==> src/rtl/seg7_pkg.sv <==
// Shared constants, types and helpers for the 4-digit seven-segment scanner
// and the downstream anode-enable decoder.
package seg7_pkg;

  localparam int NUM_DIGITS       = 4;
  localparam int DIGIT_W          = 2;
  localparam int NIBBLE_W         = 4;
  localparam int DATA_W           = NUM_DIGITS * NIBBLE_W;
  localparam int PRESCALE_DEFAULT = 50000;
  localparam int DEADTIME_DEFAULT = 16;

  typedef logic [DIGIT_W-1:0]  digit_t;
  typedef logic [NIBBLE_W-1:0] nibble_t;

  // One complete display image: four hex nibbles plus their decimal points.
  typedef struct packed {
    logic [DATA_W-1:0]     data;
    logic [NUM_DIGITS-1:0] dp;
  } frame_t;

  // Hex value of digit idx within a packed 16-bit image.
  function automatic nibble_t sel_nibble(logic [DATA_W-1:0] data, digit_t idx);
    return data[idx*NIBBLE_W +: NIBBLE_W];
  endfunction

  // Leading-zero rule: digit idx goes dark when it and every digit above it
  // are zero. Digit 0 always shows, and a lit decimal point keeps its digit on.
  function automatic logic lead_zero(frame_t img, digit_t idx);
    logic all_zero;
    all_zero = 1'b1;
    for (int n = 0; n < NUM_DIGITS; n++) begin
      if (n >= int'(idx) && img.data[n*NIBBLE_W +: NIBBLE_W] != '0) begin
        all_zero = 1'b0;
      end
    end
    return (idx != '0) && all_zero && !img.dp[idx];
  endfunction

endpackage

==> src/rtl/seg7_tick.sv <==
// Digit-slot prescaler: counts 0..PRESCALE-1 and flags the last count.
module seg7_tick
  import seg7_pkg::*;
#(
  parameter int PRESCALE = PRESCALE_DEFAULT
) (
  input  logic clk,
  input  logic rst_n,
  output logic tick_o
);

  localparam int            CW   = $clog2(PRESCALE);
  localparam logic [CW-1:0] LAST = CW'(PRESCALE - 1);

  logic [CW-1:0] cnt;
  logic [CW-1:0] cnt_next;

  // Wrapping increment of the slot counter.
  always_comb begin
    cnt_next = (cnt == LAST) ? '0 : cnt + CW'(1);
  end

  // Counter plus a registered tick that is high while the count sits at LAST,
  // so the consumer sees a clean flop output rather than a compare.
  always_ff @(posedge clk or negedge rst_n) begin
    if (!rst_n) begin
      cnt    <= '0;
      tick_o <= 1'b0;
    end else begin
      // NOTE: state is updated with non-blocking assignments so every flop
      // samples pre-edge values; blocking here would create ordering races.
      cnt    <= cnt_next;
      tick_o <= (cnt_next == LAST);
    end
  end

endmodule

==> src/rtl/seg7_scan.sv <==
// Four-digit multiplexed seven-segment scanner. Walks the digit index at a
// fixed slot rate, double-buffers loaded values so an image only changes at
// frame boundaries, and drives blanking for dead-time and leading zeros.
module seg7_scan
  import seg7_pkg::*;
#(
  parameter int PRESCALE = PRESCALE_DEFAULT,
  parameter int DEADTIME = DEADTIME_DEFAULT
) (
  input  logic                  clk,
  input  logic                  rst_n,
  input  logic                  load_i,
  input  logic [DATA_W-1:0]     data_i,
  input  logic [NUM_DIGITS-1:0] dp_i,
  input  logic                  blankz_i,
  output logic [DIGIT_W-1:0]    oe_digit_o,
  output logic [NIBBLE_W-1:0]   nibble_o,
  output logic                  dp_o,
  output logic                  blank_o,
  output logic                  pending_o,
  output logic                  frame_o
);

  // Wide enough to hold DEADTIME, and never zero bits wide.
  localparam int            DW        = $clog2(DEADTIME + 2);
  localparam logic [DW-1:0] DEAD_LOAD = DW'(DEADTIME);
  localparam digit_t        LAST_DIG  = digit_t'(NUM_DIGITS - 1);

  logic    tick;
  logic    commit;
  digit_t  digit_next;
  frame_t  shadow_q;
  frame_t  disp_q;
  frame_t  disp_next;
  frame_t  load_img;
  logic [DW-1:0] dead_q;
  logic [DW-1:0] dead_next;

  seg7_tick #(
    .PRESCALE (PRESCALE)
  ) u_tick (
    .clk    (clk),
    .rst_n  (rst_n),
    .tick_o (tick)
  );

  // Next-state view of digit index, display image and dead-time counter, so
  // the registered outputs can track the new digit on the edge it changes.
  always_comb begin
    // NOTE: every signal gets a default before the conditionals; a path that
    // leaves one unassigned would infer a latch.
    load_img.data = data_i;
    load_img.dp   = dp_i;
    commit        = tick && (oe_digit_o == LAST_DIG);
    digit_next    = tick ? oe_digit_o + digit_t'(1) : oe_digit_o;
    disp_next     = disp_q;
    dead_next     = dead_q;

    // A load on the commit edge bypasses the shadow so it is not a frame late.
    if (commit) begin
      if (load_i) begin
        disp_next = load_img;
      end else if (pending_o) begin
        disp_next = shadow_q;
      end
    end

    if (tick) begin
      dead_next = DEAD_LOAD;
    end else if (dead_q != '0) begin
      dead_next = dead_q - DW'(1);
    end
  end

  // Scan state, double buffer and registered display outputs.
  always_ff @(posedge clk or negedge rst_n) begin
    if (!rst_n) begin
      oe_digit_o <= '0;
      shadow_q   <= '0;
      disp_q     <= '0;
      pending_o  <= 1'b0;
      dead_q     <= DEAD_LOAD;
      nibble_o   <= '0;
      dp_o       <= 1'b0;
      blank_o    <= 1'b1;
      frame_o    <= 1'b0;
    end else begin
      oe_digit_o <= digit_next;
      disp_q     <= disp_next;
      dead_q     <= dead_next;
      frame_o    <= commit;

      if (load_i) begin
        shadow_q <= load_img;
      end

      // Commit always empties the shadow: either it was just copied, or a
      // coincident load went straight to the display.
      if (commit) begin
        pending_o <= 1'b0;
      end else if (load_i) begin
        pending_o <= 1'b1;
      end

      // Value and decimal point stay live under blanking so the segment
      // decoder never sees a glitch when blanking lifts.
      nibble_o <= sel_nibble(disp_next.data, digit_next);
      dp_o     <= disp_next.dp[digit_next];
      blank_o  <= (dead_next != '0) ||
                  (blankz_i && lead_zero(disp_next, digit_next));
    end
  end

endmodule
==> config.mk <==
export PLATFORM = sky130hd
export DESIGN_NAME = seg7_scan
export DESIGN_NICKNAME = d
export VERILOG_FILES = /design/src/rtl/seg7_pkg.sv /design/src/rtl/seg7_tick.sv /design/src/rtl/seg7_scan.sv
export SDC_FILE = /design/constraint.sdc
export NUM_CORES = 1
export LEC_CHECK = 0
export CAP_MARGIN = 5
export CORE_ASPECT_RATIO = 1.1
export CORE_UTILIZATION = 60
export CTS_CLUSTER_SIZE = 30
export DETAILED_ROUTE_END_ITERATION = 7
export DONT_BUFFER_PORTS = 1
export MAX_ROUTING_LAYER = met4
export PLACE_DENSITY = 0.76
export SLEW_MARGIN = 15
export SYNTH_ARGS = -nofsm -noshare
export SYNTH_HDL_FRONTEND = slang
export SYNTH_SLANG_ARGS = --single-unit
==> constraint.sdc <==
create_clock -name clk -period 2.4 [get_ports clk]
set_input_delay 0.6 -clock clk [delete_from_list [all_inputs] [get_ports clk]]
set_output_delay 0.6 -clock clk [all_outputs]
set_load 0.02 [all_outputs]
=== Yosys cells after proc, flatten, opt, wreduce, memory -nomap -nowiden ===
Cells that the tools add are included.

* Bits in registers: 72
* Output and inout bits: 10
* Logic and storage cells: 56

* Add/sub/neg operators: 3
* $lt $le $gt $ge: 4
* Equal/unequal tests: 3
* Shifts and indexed selects: 1
* Multiplexer cells: 15
* Reductions and logical operators: 17

{| class="wikitable"
|+ Operator list
! cell !! number
|-
| 20-bit 2-to-1 mux || 3
|-
| 16-bit == test, second input constant || 2
|-
| 16-bit by 1-bit adder with 16-bit output, second input constant || 1
|-
| 16-bit 2-to-1 mux || 1
|-
| 4-bit nonzero test || 4
|-
| 16-bit by 5-bit variable part select with 4-bit output || 1
|-
| 5-bit 2-to-1 mux || 2
|-
| 5-bit nonzero test || 2
|-
| 1-bit logical AND || 7
|-
| 1-bit 2-to-1 mux || 7
|-
| 5-bit by 1-bit subtractor with 5-bit output, second input constant || 1
|-
| 1-bit by 2-bit >= comparator with 1-bit output, first input constant || 2
|-
| 2-bit nonzero test || 2
|-
| 2-bit by 3-bit less-than comparator with 1-bit output, second input constant || 1
|-
| 2-bit by 1-bit adder with 2-bit output, second input constant || 1
|-
| 1-bit binary-select mux with 2-bit select || 1
|-
| 2-bit == test, second input constant || 1
|-
| 2-bit >= comparator, first input constant || 1
|-
| 2-bit 2-to-1 mux || 1
|-
| 1-bit zero test || 1
|-
| 1-bit logical OR || 1
|}

=== Logic depth before layout (Yosys ltp) ===
* Depth after elaboration: 13
* Mapped depth: 8
* Mapped depth without buffers: 7

=== Cells and area by module ===
Synthesis repeated with hierarchy kept, for this count alone.

* Cell total of the unflattened synthesis: 298
* Area, all modules: 3348.2 um^2

{| class="wikitable"
|+ Modules (own cells, without submodules)
! module !! instances !! cells an instance !! area an instance (um^2) !! seq. area each (um^2)
|-
| seg7_scan || 1 || 208 || 2388.5 || 1378.8
|-
| seg7_tick || 1 || 90 || 959.7 || 425.4
|}

=== Least setup slack after synthesis ===
No wires, ideal clock.

* Kind: input to register
* From: input load_i
* To: register blank_o
* Library setup time: 91 ps
* Arrival time: 1767 ps
* Required time: 2309 ps
* Setup slack: 542 ps
* Stages: 7
* Buffers on the path: 2
* Cells stage by stage: buf_6 -> buf_2 -> mux2i_1 -> inv_1 -> nor4_1 -> a22oi_1 -> o31ai_1

* Cells in the longest elaborated chain, start to end: 12
* Elaborated cells between the ends (all ways): 20

{| class="wikitable"
|+ RTL lines
! what !! RTL line !! text
|-
| start: declaration || seg7_scan.sv:12 || <nowiki>input logic load_i,</nowiki>
|-
| 20-bit 2-to-1 mux (*) || seg7_scan.sv:61 || <nowiki>if (load_i) begin</nowiki>
|-
| 20-bit 2-to-1 mux (*) || seg7_scan.sv:60 || <nowiki>if (commit) begin</nowiki>
|-
| 4-bit nonzero test || seg7_pkg.sv:32 || <nowiki>if (n >= int'(idx) && img.data[n*NIBBLE_W +: NIBBLE_W] != '0) begin</nowiki>
|-
| 1-bit logical AND || seg7_pkg.sv:32 ||
|-
| 1-bit 2-to-1 mux (4 in series) || seg7_pkg.sv:32 ||
|-
| 1-bit logical AND || seg7_pkg.sv:36 || <nowiki>return (idx != '0) && all_zero && !img.dp[idx];</nowiki>
|-
| 1-bit logical AND (*) || seg7_pkg.sv:36 ||
|-
| 1-bit logical AND (*) || seg7_scan.sv:110 || <nowiki>(blankz_i && lead_zero(disp_next, digit_next));</nowiki>
|-
| 1-bit logical OR (*) || seg7_scan.sv:109 || <nowiki>blank_o <= (dead_next != '0) ||</nowiki>
|-
| end signal: assignment || seg7_scan.sv:109 ||
|-
| end: declaration || seg7_scan.sv:19 || <nowiki>output logic blank_o,</nowiki>
|}

Every way passes the cells marked *; elsewhere a longest branch is shown, timed or not. The select of a mux whose other input is x is not followed.
A chain may end at the register's enable or synchronous reset.

==> flow_summary.json <==
{
  "outcome": "finished, final reports clean",
  "drtIter0Drc": 178,
  "core-area_um2": 5400,
  "hold_viol": 0,
  "ys_ff_latch": 72,
  "startpoint": "oe_digit_o[0]",
  "clockRootBuffer": "clkbuf_8",
  "synth-xor-area-share": 0.0440,
  "antenna_cells": 0,
  "first_pass_iters": 4,
  "maxSlewHeadroom": 0.617,
  "die_area_um2": 5940,
  "finalNetCount": 340,
  "cts.path.max_buffers": 2,
  "fin_setup_tns_ns": 0,
  "layout_min_cycle_time_ns": 2.21,
  "dieHeight_um": 80.7,
  "clk_pin_slew_ns": 0.07,
  "synth_compound_area_frac": 0.0707,
  "wire_per_inst_um": 16.2,
  "setup_viol_count_final": 0,
  "muxShareOfSynthArea": 0.108,
  "post-route-drc-count": 0,
  "synth-simple-area-share": 0.182,
  "peakVddDrop_mv": 0.402,
  "h-tree-depth": 3,
  "synth_top_family_by_area": "simple AND/OR/NAND/NOR gates",
  "min_period_over_period": 0.920,
  "cap_viol_max_count": 0,
  "fmax_mhz": 453,
  "grt-ovfl-total": 0,
  "via_per_inst": 5.71,
  "worstSetupPathType": "flip-flop to flip-flop",
  "area_growth_pct": 7.18,
  "fin_util": 0.672,
  "fin_hold_ws_ns": 0.0991,
  "worstPathArrival_ns": 2.45,
  "placed_area_um2": 3410,
  "p_switching_uw": 478,
  "rsz0062_at_grt": "false",
  "ys.flop_type": "dfrtp_1",
  "synth_fa_ha_area_frac": 0.0185,
  "swShare": 0.211,
  "syn_inst": 310,
  "setup.worst_path.start_class": "flip-flop",
  "power_leakage_nw": 1.71,
  "drt_wl_total_um": 6310,
  "start_util": 0.627,
  "grt_max_degree": 71,
  "cts.sinks": 72,
  "dp_hpwl_um": 4360,
  "ys_warn_count": 0,
  "rows": 28,
  "track_usage": 0.246,
  "fin_skew_ns": 0.00679,
  "async_reset_ff_frac": 1.00,
  "synth-edff-count": 0,
  "vias": 2225,
  "r2r-start": "oe_digit_o[0]",
  "p_clk_frac": 0.406,
  "ant_nets": 0,
  "power_frac_seq": 0.555,
  "synth-seq-area-share": 0.534,
  "drive_gt1_frac": 0.159,
  "syn_nets": 339,
  "hold_class": "primary input to asynchronous set/reset pin",
  "worst_pin_slew_ns": 0.570,
  "power_frac_comb": 0.039,
  "p_per_area_nw_per_um2": 626,
  "yosysUniqueCellTypes": 51,
  "syn_area_um2": 3380,
  "rr_worst_depth": 6,
  "numCtsBuffers": 9,
  "portBuffers": 0,
  "cp_max_fo": 15,
  "routabilityCongestion": 0.840,
  "antenna_found_initial": 0,
  "cts_tree": "built",
  "io_pins": 34,
  "clk_latency_ns": 0.34,
  "grt_pass1_wl_um": 10400,
  "post_cts_resized": 0,
  "cp-end-kind": "flip-flop",
  "fin_area_um2": 3620,
  "grt_pass1_vias": 2152,
  "intPower_mw": 1.79,
  "avgSynthCellArea_um2": 10.9,
  "crit_required_ns": 2.65,
  "drv_slew": 0,
  "die_width_um": 73.6
}
metrics by stage:
| step | total power, mW | std cells | worst slack, ns |
|---|---|---|---|
| after floorplan | 1.34 | 310 | 0.542 |
| after global placement | 1.34 | 374 | 0.320 |
| after detailed placement | 1.34 | 374 | 0.231 |
| after CTS | 2.29 | 390 | 0.205 |
| after global routing | 2.36 | 390 | 0.101 |
| final | 2.27 | 390 | 0.193 |
critical path: stages, from the launching register on:
cell     delay [ns]
dfrtp_1        0.51
ha_1           0.26
o211a_2        0.42
mux2_2         0.40
mux2i_1        0.14
mux2i_1        0.12
o31ai_1        0.27
layer usage:
metal | wire length [um] | track usage
met4 | 38 | 0.0981
met2 | 3010 | 0.357
met5 | 0 | -
met1 | 2950 | 0.330
met3 | 305 | 0.0615
flip-flops by register name (all words and copies together) (netlist names):
name / count
disp_q: 20
shadow_q: 20
u_tick.cnt: 16
dead_q: 5
nibble_o: 4
oe_digit_o: 2
blank_o: 1
dp_o: 1
frame_o: 1
pending_o: 1
u_tick.tick_o: 1
power groups by stage:
stage,Sequential (mW),Combinational [mW],Clock [mW]
global route,1.26,0.100,1.00
detailed placement,1.28,0.0626,0
CTS,1.26,0.0916,0.945
floorplan,1.28,0.0605,0
finish,1.26,0.0888,0.921
global placement,1.28,0.0618,0
synthesized netlist by cell type (2+ instances only):
cell type,n,share of area
clkbuf_8,2,0.0081
mux2_2,16,0.053
xnor2_1,11,0.028
xor2_1,6,0.016
a31o_2,2,0.0052
dfstp_2,2,0.016
buf_2,4,0.0059
o211ai_1,2,0.0044
a21oi_1,10,0.015
and4_2,2,0.0059
nor3b_1,2,0.0044
mux2_4,4,0.018
nand3b_1,2,0.0044
nor4_1,3,0.0056
or4_1,3,0.0067
and2_1,5,0.0093
o21ai_0,8,0.012
buf_6,2,0.0067
nand2_1,46,0.051
nor2_1,17,0.019
nand4_1,7,0.013
and4_1,2,0.0052
nor3_1,10,0.015
nor4b_2,2,0.0089
clkbuf_1,6,0.0067
nand2b_1,2,0.0037
mux2i_1,10,0.030
dfrtp_1,70,0.52
a211oi_1,5,0.011
ha_1,5,0.019
inv_1,13,0.014
nand3_1,8,0.012
a31oi_1,3,0.0056
timing repair:
action | 4_1_cts | 5_1_grt
endpoints found under the setup margin | 0 | 0
hold endpoints to repair | 70 | 0
setup buffers | 0 | 0
hold buffers | 1 | 0
worst paths after layout:
path | to | slack [ns]
worst min register to register | disp_q[7] | 0.48
worst max register to register | blank_o | 0.19
worst min-delay path | blank_o | 0.1
max in group asynchronous | u_tick.cnt[0] | 2.00
worst max-delay path | blank_o | 0.19
min in group clk | shadow_q[4] | 0.38
cell usage in the layout (no fill, tap or decap), types with 3 or more instances in the layout:
cell type / count
dfrtp_1: 70
nand2_1: 46
nor2_1: 17
mux2_2: 16
inv_1: 13
xnor2_1: 11
mux2i_1: 10
a21oi_1: 10
nor3_1: 10
clkbuf_8: 10
o21ai_0: 8
nand3_1: 8
nand4_1: 7
xor2_1: 6
and2_1: 5
a211oi_1: 5
ha_1: 5
mux2_4: 4
buf_4: 4
a31oi_1: 3
nor4_1: 3
or4_1: 3
logic make-up (layout without fill, tap and decap cells):
logic type / Yosys count / count (layout)
XOR/XNOR: 17 / 17
adder cells (fa/ha/maj): 5 / 5
multiplexers: 32 / 32
AND/OR/NAND/NOR: 119 / 119
flip-flops: 72 / 72
buffers and inverters: 28 / 33
AO/OA/AOI/OAI: 37 / 37
cell type report:
type / instances / area [um^2]
clock buffers: 12 / 145
clock inverters: 3 / 42.5
fillers: 433 / 1770
inverters: 13 / 48.8
multi-input cells: 210 / 1430
flip-flops and latches: 72 / 1800
well taps: 75 / 93.8
repair buffers: 5 / 57.6
No activity file was read; power rests on OpenSTA's default activity.
